===== src/rtl/i2c_master_write_controller.sv =====
// i2c_master_write_controller: START, address+W, ACK, one data byte, ACK, STOP,
// paced by rising edges of the baud generator's ClockI2C, four ticks per bus bit.
module i2c_master_write_controller (
  input  logic       clock,
  input  logic       Reset,
  input  logic       ClockI2C,
  input  logic       Start,
  input  logic [6:0] Address,
  input  logic [7:0] Data,
  input  logic       SDA_in,
  output logic       BaudEnable,
  output logic       SCL,
  output logic       SDA_out,
  output logic       Busy,
  output logic       Done,
  output logic       AckError
);
  typedef enum logic [2:0] {IDLE, START, ADDR, ACK1, DATA, ACK2, STOP} state_t;
  state_t     state;
  logic       clk_d;
  logic       tick;
  logic [1:0] phase;
  logic [2:0] bitcnt;
  logic [7:0] shreg;
  logic [7:0] hold;
  // a level that is already high when the engine is enabled is not an edge
  assign tick = ClockI2C & ~clk_d & BaudEnable;
  always_ff @(posedge clock) begin
    if (!Reset) begin
      state      <= IDLE;
      clk_d      <= 1'b0;
      phase      <= 2'd0;
      bitcnt     <= 3'd0;
      shreg      <= 8'd0;
      hold       <= 8'd0;
      BaudEnable <= 1'b0;
      SCL        <= 1'b1;
      SDA_out    <= 1'b1;
      Busy       <= 1'b0;
      Done       <= 1'b0;
      AckError   <= 1'b0;
    end else begin
      clk_d <= ClockI2C;
      Done  <= 1'b0;
      if (state == IDLE) begin
        if (Start) begin
          shreg      <= {Address, 1'b0};
          hold       <= Data;
          AckError   <= 1'b0;
          Busy       <= 1'b1;
          BaudEnable <= 1'b1;
          phase      <= 2'd0;
          state      <= START;
        end
      end else if (tick) begin
        phase <= phase + 2'd1;
        case (state)
          START: begin
            SCL     <= ~phase[1];
            SDA_out <= phase == 2'd0;
            if (phase == 2'd3) begin
              bitcnt <= 3'd7;
              state  <= ADDR;
            end
          end
          ADDR, DATA: begin
            SCL <= ^phase;
            if (phase == 2'd0) SDA_out <= shreg[7];
            if (phase == 2'd3) begin
              shreg  <= shreg << 1;
              bitcnt <= bitcnt - 3'd1;
              if (bitcnt == 3'd0) state <= state == ADDR ? ACK1 : ACK2;
            end
          end
          ACK1, ACK2: begin
            SCL     <= ^phase;
            SDA_out <= 1'b1;
            if (phase == 2'd2 && SDA_in) AckError <= 1'b1;
            if (phase == 2'd3) begin
              if (state == ACK1 && !AckError) begin
                shreg  <= hold;
                bitcnt <= 3'd7;
                state  <= DATA;
              end else begin
                state <= STOP;
              end
            end
          end
          STOP: begin
            SCL     <= phase != 2'd0;
            SDA_out <= phase[1];
            if (phase == 2'd3) begin
              Busy       <= 1'b0;
              BaudEnable <= 1'b0;
              Done       <= 1'b1;
              state      <= IDLE;
            end
          end
          default: state <= IDLE;
        endcase
      end
    end
  end
endmodule


===== config.mk =====
export PLATFORM = sky130hd
export DESIGN_NAME = i2c_master_write_controller
export DESIGN_NICKNAME = d
export VERILOG_FILES = /design/src/rtl/i2c_master_write_controller.sv
export SDC_FILE = /design/constraint.sdc
export NUM_CORES = 1
export LEC_CHECK = 0
export BUFFER_PORTS_ARGS = -buffer_cell sky130_fd_sc_hd__buf_4
export CORE_MARGIN = 3
export CORE_UTILIZATION = 35
export CTS_CLUSTER_SIZE = 24
export DETAILED_ROUTE_END_ITERATION = 16
export PLACE_DENSITY = 0.57
export SLEW_MARGIN = 30
export SYNTH_ARGS = -nofsm -noshare
export SYNTH_HDL_FRONTEND = slang
export SYNTH_SLANG_ARGS = --single-unit
export TNS_END_PERCENT = 100

===== constraint.sdc =====
create_clock -name clock -period 2.1 [get_ports clock]
set_input_delay 0.42 -clock clock [delete_from_list [all_inputs] [get_ports clock]]
set_output_delay 0.42 -clock clock [all_outputs]
set_load 0.05 [all_outputs]

; Yosys cells after proc, flatten, opt, wreduce, memory -nomap -nowiden
; Index checks and enable logic that the tools add are counted.
[word_totals]
reg_bits = 30
in_bits = 20
out_inout_bits = 6
elab_cells = 111
[classes]
add_sub_neg = 2
n_eq_ne = 20
n_mux = 40
n_bitwise = 8
n_reduce_logical = 30
[op_table]
columns = op, n
row1 = $mux W8, 6
row2 = $mux W3, 13
row3 = $ne A3 B3 Y1 const B, 6
row4 = $pmux W8 S2, 1
row5 = $reduce_and A7 Y1, 2
row6 = $mux W1, 12
row7 = $ne A2 B2 Y1 const B, 6
row8 = $pmux W3 S4, 1
row9 = $reduce_and A4 Y1, 3
row10 = $reduce_bool A2 Y1, 6
row11 = $eq A3 B3 Y1 const B, 3
row12 = $pmux W3 S3, 1
row13 = $reduce_bool A3 Y1, 3
row14 = $mux W2, 4
row15 = $reduce_or A4 Y1, 2
row16 = $eq A3 B2 Y1 const B, 2
row17 = $logic_not A3 Y1, 2
row18 = $not A1 Y1, 6
row19 = $reduce_and A6 Y1, 1
row20 = $eq A2 B2 Y1 const B, 2
row21 = $pmux W1 S4, 1
row22 = $reduce_and A2 Y1, 2
row23 = $reduce_bool A4 Y1, 1
row24 = $reduce_or A2 Y1, 2
row25 = other kinds (10), 12

; Longest topological paths before layout
[depth]
word_depth = 7
mapped_depth = 7
mapped_depth_nobuf = 7

; Worst setup path after synthesis
; Ideal clock, no wire load.
[synth_path]
kind = register to register
from = register Busy
to = register with a tool-made name
setup_ps = 70
t_arrival_ps = 1806
t_required_ps = 2030
path_slack_ps = 223
path_stages_with_launch = 5
n_path_buf = 0
period_less_slack_ps = 1877
path_cell_list = dfxtp_1 -> and3b_1 -> nand2_1 -> or4b_2 -> a21oi_1
[synth_rtl]
columns = element, line_no
row1 = "start, declared", 14  ; output logic Busy,
row2 = "start signal, assigned", 39  ; Busy <= 1'b0;
row3 = "start signal, assigned", 50  ; Busy <= 1'b1;
row4 = "start signal, assigned", 93  ; Busy <= 1'b0;

; Worst setup path after layout
[layout_path]
from = register phase[1]
to = register shreg[4]
[layout_between]
elab_chain_len = 3
elab_cells_between_ends = 4
classes_between = eq/ne: 3 / reduce/logical: 1
[layout_lines]
columns = element, line_no
row1 = "start, declared", 22  ; logic [1:0] phase;
row2 = "start signal, assigned", 56  ; phase <= phase + 2'd1;
row3 = $eq A2 B2 Y1 (*), "69, 79"
row4 = $ne A3 B3 Y1 (no line), -
row5 = $reduce_and A6 Y1 (no line) (*), -
row6 = "end signal, assigned", 47  ; shreg <= {Address, 1'b0};
row7 = "end signal, assigned", 70  ; shreg <= shreg << 1;
row8 = "end signal, assigned", 81  ; shreg <= hold;
row9 = "end, declared", 24  ; logic [7:0] shreg;
; Mark *: on every way between the ends. The rest lies on a longest branch, timed or not.
; A chain may end at the register's enable or synchronous reset.

==> flow_summary.toml <==
[sta]
min_period_ns = 1.85
max_freq_mhz = 540
tightest_slew_ns = 0.424
hold_ws_ns = 0.383
hold_viol = 0
max_slew_margin = 0.716
fin_skew_ns = 0.00492
timing.setup.tns_ns = 0
finalCritPeriodShare = 0.883
setup_violations = 0
rsz0062_at_grt = "no"
drv_slew = 0

[setup_path]
worst_path_dominant_cell_family = "simple AND/OR/NAND/NOR gates"
path_class = "flop to flop"
r2r-end = "shreg[4]$_SDFFE_PN0P_"
timing.critical_path.buf_inv = 0
critPathMaxFanout = 8
critPathLaunch = "phase[1]$_SDFFE_PN0P_"
cpMaxStageDelayCell = "dfxtp_1"
critPathCaptureType = "flop"
crit_arrival_ns = 1.99
required_ns = 2.24
cp-start-kind = "flop"
r2r_slack_ns = 0.25
crit_chain = "ha_1 > nor4bb_1 > a211o_1 > and2_1 > a311oi_1"
r2r_start = "phase[1]$_SDFFE_PN0P_"
r2r_cells = 5
slowest_delay_ns = 0.44

[power]
power_frac_seq = 0.468
peakVddDrop_uv = 396
leakage_nw = 0.818
combPwrFrac = 0.221
p_per_area_nw_per_um2 = 648
pwr-share-clk = 0.311
net-switching-power_uw = 402
p_int_uw = 975
swShare = 0.292

[yosys]
yosys.area.top_type = "dfxtp_1"
ys_types = 48
yosys_warnings = 0
synth_common_cells = "31 x nand2_1, 30 x dfxtp_1, 26 x a21oi_1"
syn_area_per_cell_um2 = 8.09
synthArstFlopShare = 0
syn_nets = 239
synth_most_common_cell = "nand2_1"
synthCells = 214
yosys-top-cells-area = "dfxtp_1 35%, a21oi_1 7.5%, nand2_1 6.7%"
synth-edff-count = 0
yosysSeqAreaShare = 0.347
synthesis.area_um2 = 1730
ys.flop_type = "dfxtp_1"
synth_top_area_share = 0.347
ys_seq_elements = 30

[routing]
drc = 0
wirelength_mm = 4.57
avgRoutedWirePerCell_um = 14.9
vias_per_cell = 5.15
antenna_left = 0
via_count = 1582
dr.pass1.iters = 4
drt_iter0_drc = 131

[grt]
use_met1 = 0.255
grt_pass1_wl_mm = 7.80
antenna_found_initial = 0
grt_pass1_vias = 1549
top_usage_layer = "met1"
grt_max_degree = 26
grt-ovfl-total = 0
grt_util_met2 = 0.229
grt_use_total = 0.165
met3_usage = 0.0307

[floorplan]
dieArea_um2 = 5830
core_area_um2 = 4560
initial_core_util = 0.379
io_pins = 26
rows = 24
dieHeight_um = 76.3
die_w_um = 76.3

[layout]
nets = 267
drive_above_1_share = 0.198
multi_input_area_um2 = 1010
antenna_cells = 0
area_delta_synth_final_pct = 22.7
final.fill_count = 490
seq_area_um2 = 601
postLayoutCoreUtil = 0.465

[clocking]
cts_setup_buffers = 0
numCtsBuffers = 5
htreeDepth = 2
cts_resized = 0
tritoncts = "built"
clk_pin_slew_ns = 0.06
clkSinkCount = 30
clockRootBuffer = "clkbuf_8"
holdBufCountCts = 0
clock_path_buffers = 2
insertion_delay_ns = 0.28

[placement]
hpwlAfterDp_mm = 3.33
routabilityCongestion = 0.868
port_buffers = 25

[min_path]
hold_path_class = "primary input to flop"
min_path_cells = 2
hp-start = "ClockI2C"
hold_end = "clk_d$_SDFF_PN0_"

[outcome]
status = "complete, no violations"

[flow_run]
max_cap_violations = 0
-- metal layers --
layer	part of all wire	wire, um	up-vias
met1	0.54	2480	714
met3	0.031	141	5
met4	0.010	46	0
met2	0.42	1900	27
met5	0	0	-
li1	-	-	836
-- state kept, by name, indices dropped and copies added (netlist names), named ones only --
| name | count |
|---|---|
| bitcnt | 3 |
| AckError | 1 |
| Done | 1 |
| hold | 8 |
| clk_d | 1 |
| SDA_out | 1 |
| shreg | 8 |
| phase | 2 |
| Busy | 1 |
| SCL | 1 |
| state | 2 |
-- power groups by stage --
stage / clock network, mW / logic [mW] / registers (mW)
global placement: 0 / 0.300 / 0.656
detailed placement: 0 / 0.302 / 0.655
floorplan: 0 / 0.191 / 0.651
global route: 0.465 / 0.340 / 0.650
CTS: 0.442 / 0.304 / 0.643
finish: 0.428 / 0.305 / 0.644
-- worst reg2reg max path: stages (launching register included) --
cell and delay [ns]:
dfxtp_1 0.44, ha_1 0.35, nor4bb_1 0.32, a211o_1 0.15
and2_1 0.32, a311oi_1 0.15
-- logic make-up after synthesis --
family | Yosys count | synth area share
AO/OA/AOI/OAI | 67 | 0.267
AND/OR/NAND/NOR | 71 | 0.214
multiplexers | 7 | 0.0405
adder cells (fa/ha/maj) | 7 | 0.0477
flip-flops | 30 | 0.347
buffers and inverters | 29 | 0.0694
XOR/XNOR | 3 | 0.0152
-- worst max path at each step --
stage	end	cells after the start
floorplan	flop	4
global placement	state[0]$_SDFFE_PN0P_	5
detailed placement	shreg[4]$_SDFFE_PN0P_	6
CTS	shreg[4]$_SDFFE_PN0P_	5
global route	shreg[5]$_SDFFE_PN0P_	6
finish	shreg[4]$_SDFFE_PN0P_	5
-- cell usage in the layout (no fill, tap or decap), types with 2 or more instances in the layout --
master,instances
nand3b_1,2
a22o_1,2
buf_12,2
inv_1,11
nor2_1,9
and2_1,3
clkbuf_8,5
o21ai_0,7
or3_1,2
a22oi_1,8
and4_1,3
and3_1,3
maj3_1,2
and3b_1,2
a311oi_1,7
ha_1,5
xor2_1,2
nor3b_1,2
buf_4,36
clkbuf_1,2
a21oi_1,26
dfxtp_1,30
o2bb2ai_1,5
nor3_1,5
nand2_1,31
o211ai_1,2
mux2i_1,7
-- layout make-up --
| type | instances | area share |
|---|---|---|
| clock buffers | 7 | 0.0359 |
| inverters | 12 | 0.0212 |
| multi-input cells | 155 | 0.476 |
| flip-flops and latches | 30 | 0.283 |
| well taps | 65 | 0.0383 |
| repair buffers | 38 | 0.146 |
-- per-stage QoR --
stage / cell area (um2) / std cells / total power, mW / setup WS (ns)
after floorplan: 1730 / 214 / 0.841 / 0.223
after global placement: 2050 / 300 / 0.956 / 0.285
after detailed placement: 2050 / 300 / 0.958 / 0.260
after CTS: 2120 / 307 / 1.39 / 0.267
after global routing: 2120 / 307 / 1.45 / 0.0854
final: 2120 / 307 / 1.38 / 0.247
No activity file was read; power rests on OpenSTA's default activity.
